[config.mk]
export PLATFORM = sky130hd
export DESIGN_NAME = reload_timer_arbiter
export DESIGN_NICKNAME = d
export VERILOG_FILES = /design/src/rtl/reload_timer_arbiter.sv
export SDC_FILE = /design/constraint.sdc
export NUM_CORES = 1
export LEC_CHECK = 0
export ABC_AREA = 0
export BUFFER_PORTS_ARGS = -buffer_cell sky130_fd_sc_hd__buf_2
export CORE_MARGIN = 2
export CORE_UTILIZATION = 45
export DETAILED_ROUTE_END_ITERATION = 16
export PLACE_DENSITY = 0.77
export SYNTH_ARGS = -nofsm -noshare
export SYNTH_HDL_FRONTEND = slang
export SYNTH_SLANG_ARGS = --single-unit
[constraint.sdc]
create_clock -name clk -period 1.5 [get_ports clk]
set_input_delay 0.3 -clock clk [delete_from_list [all_inputs] [get_ports clk]]
set_output_delay 0.3 -clock clk [all_outputs]
set_load 0.01 [all_outputs]
[src/rtl/reload_timer_arbiter.sv]
// Shares one self-reloading up-counter among NUM_REQ requesters.
// Round-robin arbitration picks a requester and latches its start value.
// The counter then runs from that value up to all-ones.
// A one-cycle done pulse goes back to the granted requester.
module reload_timer_arbiter #(
  parameter int unsigned NUM_REQ = 4,
  parameter int unsigned WIDTH   = 4
) (
  input  logic                       clk,
  input  logic                       reset,
  input  logic [NUM_REQ-1:0]         req_i,
  input  logic [NUM_REQ*WIDTH-1:0]   req_val_i,
  output logic [NUM_REQ-1:0]         gnt_o,
  output logic [NUM_REQ-1:0]         done_o,
  output logic                       busy_o,
  output logic [WIDTH-1:0]           count_o
);

  localparam int unsigned IDX_W = (NUM_REQ > 1) ? $clog2(NUM_REQ) : 1;
  localparam logic [WIDTH-1:0] CNT_MAX = '1;

  typedef enum logic [1:0] {
    S_IDLE = 2'd0,
    S_LOAD = 2'd1,
    S_RUN  = 2'd2,
    S_DONE = 2'd3
  } state_e;

  state_e               state_q;
  logic [NUM_REQ-1:0]   gnt_q;
  logic [IDX_W-1:0]     gidx_q;
  logic [IDX_W-1:0]     rr_ptr_q;
  logic [WIDTH-1:0]     start_q;
  logic [WIDTH-1:0]     count_q;

  logic                 pick_found_c;
  logic [IDX_W-1:0]     pick_idx_c;
  logic [IDX_W-1:0]     scan_idx_c;
  logic [WIDTH-1:0]     pick_val_c;
  int unsigned          scan_c;

  // Round-robin scan starting at rr_ptr_q; first requester found wins.
  always_comb begin
    pick_found_c = 1'b0;
    pick_idx_c   = '0;
    scan_idx_c   = '0;
    scan_c       = 0;
    for (int unsigned k = 0; k < NUM_REQ; k++) begin
      scan_c = 32'(rr_ptr_q) + k;
      if (scan_c >= NUM_REQ) begin
        scan_c = scan_c - NUM_REQ;
      end
      scan_idx_c = IDX_W'(scan_c);
      if (!pick_found_c && req_i[scan_idx_c]) begin
        pick_found_c = 1'b1;
        pick_idx_c   = scan_idx_c;
      end
    end
  end

  // Select the start value belonging to the chosen requester.
  always_comb begin
    pick_val_c = '0;
    for (int unsigned i = 0; i < NUM_REQ; i++) begin
      if (pick_idx_c == IDX_W'(i)) begin
        pick_val_c = req_val_i[i*WIDTH +: WIDTH];
      end
    end
  end

  // Job sequencer: arbitrate, load start value, count to MAX, signal done.
  always_ff @(posedge clk or posedge reset) begin
    if (reset) begin
      state_q  <= S_IDLE;
      gnt_q    <= '0;
      gidx_q   <= '0;
      rr_ptr_q <= '0;
      start_q  <= '0;
      count_q  <= '0;
    end else begin
      case (state_q)
        S_IDLE: begin
          if (pick_found_c) begin
            gidx_q  <= pick_idx_c;
            gnt_q   <= NUM_REQ'(1) << pick_idx_c;
            start_q <= pick_val_c;
            state_q <= S_LOAD;
          end
        end
        S_LOAD: begin
          count_q <= start_q;
          state_q <= S_RUN;
        end
        S_RUN: begin
          if (count_q == CNT_MAX) begin
            state_q <= S_DONE;
          end else begin
            count_q <= count_q + WIDTH'(1);
          end
        end
        S_DONE: begin
          rr_ptr_q <= (gidx_q == IDX_W'(NUM_REQ - 1)) ? '0 : gidx_q + IDX_W'(1);
          gnt_q    <= '0;
          state_q  <= S_IDLE;
        end
        default: begin
          state_q <= S_IDLE;
          gnt_q   <= '0;
        end
      endcase
    end
  end

  // Outputs decode only from registered state and grant.
  assign gnt_o   = gnt_q;
  assign done_o  = (state_q == S_DONE) ? gnt_q : '0;
  assign busy_o  = (state_q != S_IDLE);
  assign count_o = count_q;

endmodule
Word level (Yosys, flattened, before mapping). Cells that the tools add are included.

Bits in registers: 18. Input bits: 22. Word-level logic and storage cells: 83.

Add/subtract/negate cells: 9. Magnitude comparators: 8. Equal/unequal tests: 11. Shifts and indexed selects: 1. Multiplexer cells: 33. Reduce and logical (&&, ||, !) cells: 15.

Operators with widths (count): 4-bit two-way mux (7); 2-bit two-way mux (11); 4-bit case mux with 2 select lines (2); 2-bit by 3-bit < comparator with 1-bit output, second input constant (4); 2-bit == test, second input constant (5); 3-bit greater-or-equal comparator, second input constant (3); 1-bit binary-select mux with 2-bit select (4); 1-bit two-way mux (8); 2-bit case mux with 4 select lines (1); 2-bit AND reduction (4); 2-bit by 1-bit subtractor with 2-bit output, second input constant (4); 2-bit by 2-bit adder with 3-bit output, second input constant (2); 2-bit != test, second input constant (3); 2-bit nonzero test (3); 4-bit by 1-bit adder with 4-bit output, second input constant (1); 2-bit by 1-bit == test with 1-bit output, second input constant (2); 4-bit == test, second input constant (1); 2-bit zero test (2); 1-bit by 2-bit << shifter with 4-bit output, first input constant (1); 2-bit by 1-bit adder with 3-bit output, second input constant (1); 2-bit by 3-bit greater-or-equal comparator with 1-bit output, second input constant (1); 1-bit logical AND (3); 1-bit zero test (3); 2-bit by 1-bit adder with 2-bit output, second input constant (1).

Logic depth before layout (Yosys ltp).
Depth in word-level cells: 19. Gate-level depth with buffers: 6. Gate-level depth less buffers: 6.

Least setup slack after synthesis. OpenSTA, ideal clock, no wires.

Path kind: reg-to-reg. From: register state_q[0]. To: register start_q[0]. Setup time: 0.140 ns. Arrival time: 1.350 ns. Required time: 1.360 ns. Path slack: 0.009 ns. Stages on the path, launching flop included: 7. Clock period less this slack: 1.491 ns. Cell sequence: dfrtp_1 > inv_1 > ha_1 > inv_1 > nor2_1 > and2_1 > a211oi_1.

Cells in the longest elaborated chain, start to end: 2.

RTL lines: from (decl) (line 29) `state_e state_q;`; from (signal assigned) (line 74) `state_q <= S_IDLE;`; from (signal assigned) (line 87) `state_q <= S_LOAD;`; from (signal assigned) (line 92) `state_q <= S_RUN;`; 2-bit zero test (line 81) `case (state_q)`; 2-bit AND reduction (no line); to (signal assigned) (line 86) `start_q <= pick_val_c;`; to (decl) (line 33) `logic [WIDTH-1:0] start_q;`.

No other way between the ends. A chain may end at the register's enable or synchronous reset.

Final worst setup path.
From: register rr_ptr_q[1]. To: register start_q[2].

Cells in the longest elaborated chain, start to end: 19. Elaborated cells on any way between the ends: 46.

RTL lines: from (decl) (line 32) `logic [IDX_W-1:0] rr_ptr_q;`; from (signal assigned) (line 102) `rr_ptr_q <= (gidx_q == IDX_W'(NUM_REQ - 1)) ? '0 : gidx_q + IDX_W'(1);`; parallel branches: the longest is 19 deep, another holds 2-bit by 1-bit adder with 3-bit output.

Parallel ways; which one is timed is not known. The select of a mux whose other input is x is not followed.

==> metrics.csv <==
stage,metric,value,unit
floorplan,Die ar.,2980,sq um
sta,setup violators final,9,
place,hpwl dp,2.19,mm
finish,layout cells sized above 1,52.2,%
finish,"commonest non-fill, non-tap cell in the layout",buf_2,
setup_path,"Req. time, crit path",1.68,ns
place,port bufs,34,
setup_path,worst reg2reg path endpoint,start_q[2]$_DFFE_PP0P_,
finish,fin area,1790,sq um
setup_path,cells along the critical path,mux2i_1 -> or2_1 -> nand3_4 -> a2111oi_2 -> a211oi_1,
setup_path,Critical Path Sink,start_q[2]$_DFFE_PP0P_,
logic_synthesis,Gate Count Post-Synth,126,
clock_network,CTS tree,yes,
place,placed cell areas,1450,sq um
logic_synthesis,"area leader, netlist",dfrtp_1,
floorplan,Initial Util,46.9,%
detailed_routing,vias,1203,
detailed_routing,antenna-violating nets left,0,
power,switching share of power,43.7,%
power,switching power,1.58,mW
hold_path,Worst Hold Class,input pin to flop,
global_routing,gr usage total,22.9,%
global_routing,antenna violations before repair,0,
detailed_routing,Vias/cell,5.62,
power,pwr/cell area,2020,nW/um^2
finish,fin cells,214,
logic_synthesis,Yosys cell types,36,
finish,P&R area growth vs syn,55.2,%
sta,final period utilization,116,%
setup_path,worst-path maximum fanout,5,
sta,endpoints failing hold,0,
sta,worst slew pin tran,0.335,ns
global_routing,largest net degree at the start of global routing,19,
setup_path,CP startpoint,rr_ptr_q[1]$_DFFE_PP0P_,
sta,setup tns final,-1.27,ns
power,leak pwr,0.828,nW
setup_path,FF-to-FF setup slack,-0.24,ns
global_routing,first-pass GRT wire length,4.76,mm
floorplan,DIE WIDTH,54.6,um
floorplan,row count,18,
setup_path,Worst path top cell family by delay,compound AO/OA/AOI/OAI gates,
clock_network,clk slew on worst S/H paths,0.11,ns
detailed_routing,1st-iter DRT viols,27,
clock_network,clock sinks,18,
detailed_routing,Post-Route WL,3.60,mm
logic_synthesis,mean post-synth cell area,9.15,sq um
power,Max VDD drop,0.00135,V
setup_path,Critical Path End Type,flop,
clock_network,H-tree Lvls,1,
power,Seq pwr share,26.4,%
setup_path,launch point of the worst reg-to-reg path,rr_ptr_q[1]$_DFFE_PP0P_,
logic_synthesis,"Seq/Total Area, Yosys",39.1,%
floorplan,die height,54.6,um
setup_path,WP buf/inv,0,
logic_synthesis,"top cells by area, synth","dfrtp_1, ha_1, mux2i_1",
logic_synthesis,#FFs+latches synth,18,
global_routing,total gr overflow,0,
clock_network,Clock Tree Buf Depth,2,
logic_synthesis,Yosys top cell area share,39.1,%
clock_network,cts bufs inserted,3,
detailed_routing,drt drc,0,
logic_synthesis,Mapped Area,1150,sq um
setup_path,CP Class,flop to flop,
logic_synthesis,Syn Nets,154,
power,internal power,2.04,mW
setup_path,Crit path depth,5,
finish,most frequent cells in the layout,"buf_2, buf_4, dfrtp_1",
power,clock share of power,8.5,%
floorplan,Ports,35,
sta,Layout Skew,0.00150,ns
finish,fin util,72.8,%
power,total power,3.61,mW
job,Max Cap Viol,0,
detailed_routing,routed len/inst,16.8,um
status,status,"finished, violations left",
place,post-place setup slack,-0.151,ns
setup_path,"Largest stage delay, worst path",0.43,ns
sta,RSZ-0062 raised after global routing,true,
setup_path,reg2reg path depth,5,
sta,max-slew violation count,0,
global_routing,vias in the first global route,1080,
detailed_routing,Pre-antenna DRT Iters,4,
power,Combinational Power Share,65.1,%
setup_path,crit path launch type,flop,
setup_path,Critical Path AT,1.92,ns
finish,n_diodes,0,
finish,Post-layout nets,213,
finish,Filler Cells Inserted,184,
sta,Max Fclk,574,MHz
place,Final Wtd Congestion,0.766,
sta,worst relative slew slack,77.5,%
status,failing checks,setup timing,
sta,Hold WS,0.355,ns
floorplan,core area,2450,sq um
clock_network,clk root buf,clkbuf_4,
clock_network,clock insertion delay at the later pin of the skew report,0.30,ns
setup_path,slowest stage cell on the critical path,dfrtp_2,
logic_synthesis,YS warnings,0,
place,dpl cells,201,
sta,post-layout minimum cycle time,1.74,ns
sta,setup ws final,-0.243,ns
synth_stat cells:
cell type  count
a2111oi_0      4
a211o_1        1
a211oi_1       6
a21o_1         3
a21oi_1        8
a22o_1         1
a31oi_1        1
and2_1         6
and3_1         1
buf_2          1
buf_6          2
clkbuf_1       2
dfrtp_1       18
ha_1           6
inv_1          7
mux2_2         1
mux2i_1        6
nand2_1       11
nand2b_1       3
nand3_1        3
nand3b_1       1
nand4b_1       1
nor2_1         9
nor2b_1        3
nor3_1         5
nor4_1         1
nor4_2         1
o21ai_0        6
o21ai_1        1
o21bai_1       1
o221a_2        1
o22a_1         1
o2bb2a_1       1
o31a_1         1
or2_1          1
xnor2_1        1
kinds of logic after synthesis:
| logic type | Yosys count | share of synthesized area [%] |
|---|---|---|
| AO/OA/AOI/OAI | 36 | 21.5 |
| XOR/XNOR | 1 | 0.760 |
| adder cells (fa/ha/maj) | 6 | 6.51 |
| buffers and inverters | 12 | 5.32 |
| flip-flops | 18 | 39.1 |
| multiplexers | 7 | 6.19 |
| AND/OR/NAND/NOR | 46 | 20.6 |
worst min-delay path, cell delays in order:
cell	delay (ns)
buf_2	0.10
mux2i_1	0.13
a211oi_1	0.09
worst min path at each step:
stage | startpoint | end | slack (ns) | cells past startpoint
6_report | req_val_i[11] | start_q[3]$_DFFE_PP0P_ | 0.35 | 3
2_1_floorplan | reset | count_o[0]$_DFFE_PP0P_ | 0.24 | 1
5_1_grt | req_val_i[11] | start_q[3]$_DFFE_PP0P_ | 0.34 | 3
3_5_place_dp | reset | count_o[0]$_DFFE_PP0P_ | 0.33 | 3
3_3_place_gp | reset | count_o[1]$_DFFE_PP0P_ | 0.32 | 3
4_1_cts | req_val_i[15] | start_q[3]$_DFFE_PP0P_ | 0.33 | 3
layer usage:
layer	wire length (um)	global-route usage, %	up-vias
li1	-	-	572
met1	1390	26.6	587
met2	1980	41.9	34
met3	129	2.73	10
met4	97	9.58	0
met5	0	0	-
sequential cells by signal (all words and copies together) (netlist names):
signal and count:
count_o 4, gnt_o 4, start_q 4, gidx_q 2, rr_ptr_q 2, state_q 2
power groups by stage:
stage / Combinational (mW) / Clock (mW) / Sequential (mW)
after floorplan: 1.08 / 0 / 0.934
after global placement: 1.59 / 0 / 0.911
after detailed placement: 1.67 / 0 / 0.939
after CTS: 1.94 / 0.313 / 0.944
after global routing: 2.54 / 0.332 / 0.976
final: 2.35 / 0.307 / 0.956
what timing repair did:
action	in CTS	in global routing
cloned	0	0
pin swaps	7	8
endpoints found under the hold margin	10	0
setup endpoints to repair	13	21
buffers inserted	6	2
hold buffers	1	0
resized for setup	25	31
cell type report:
class,instances,area (sq um),area share [%]
sequential,18,453,25.3
tap,30,37.5,2.10
clock buffer,4,36.3,2.03
multi-input combinational,96,830,46.4
inverter,7,28.8,1.61
timing repair buffer,59,403,22.5
Note: power is estimated with default switching activity, not from simulation.
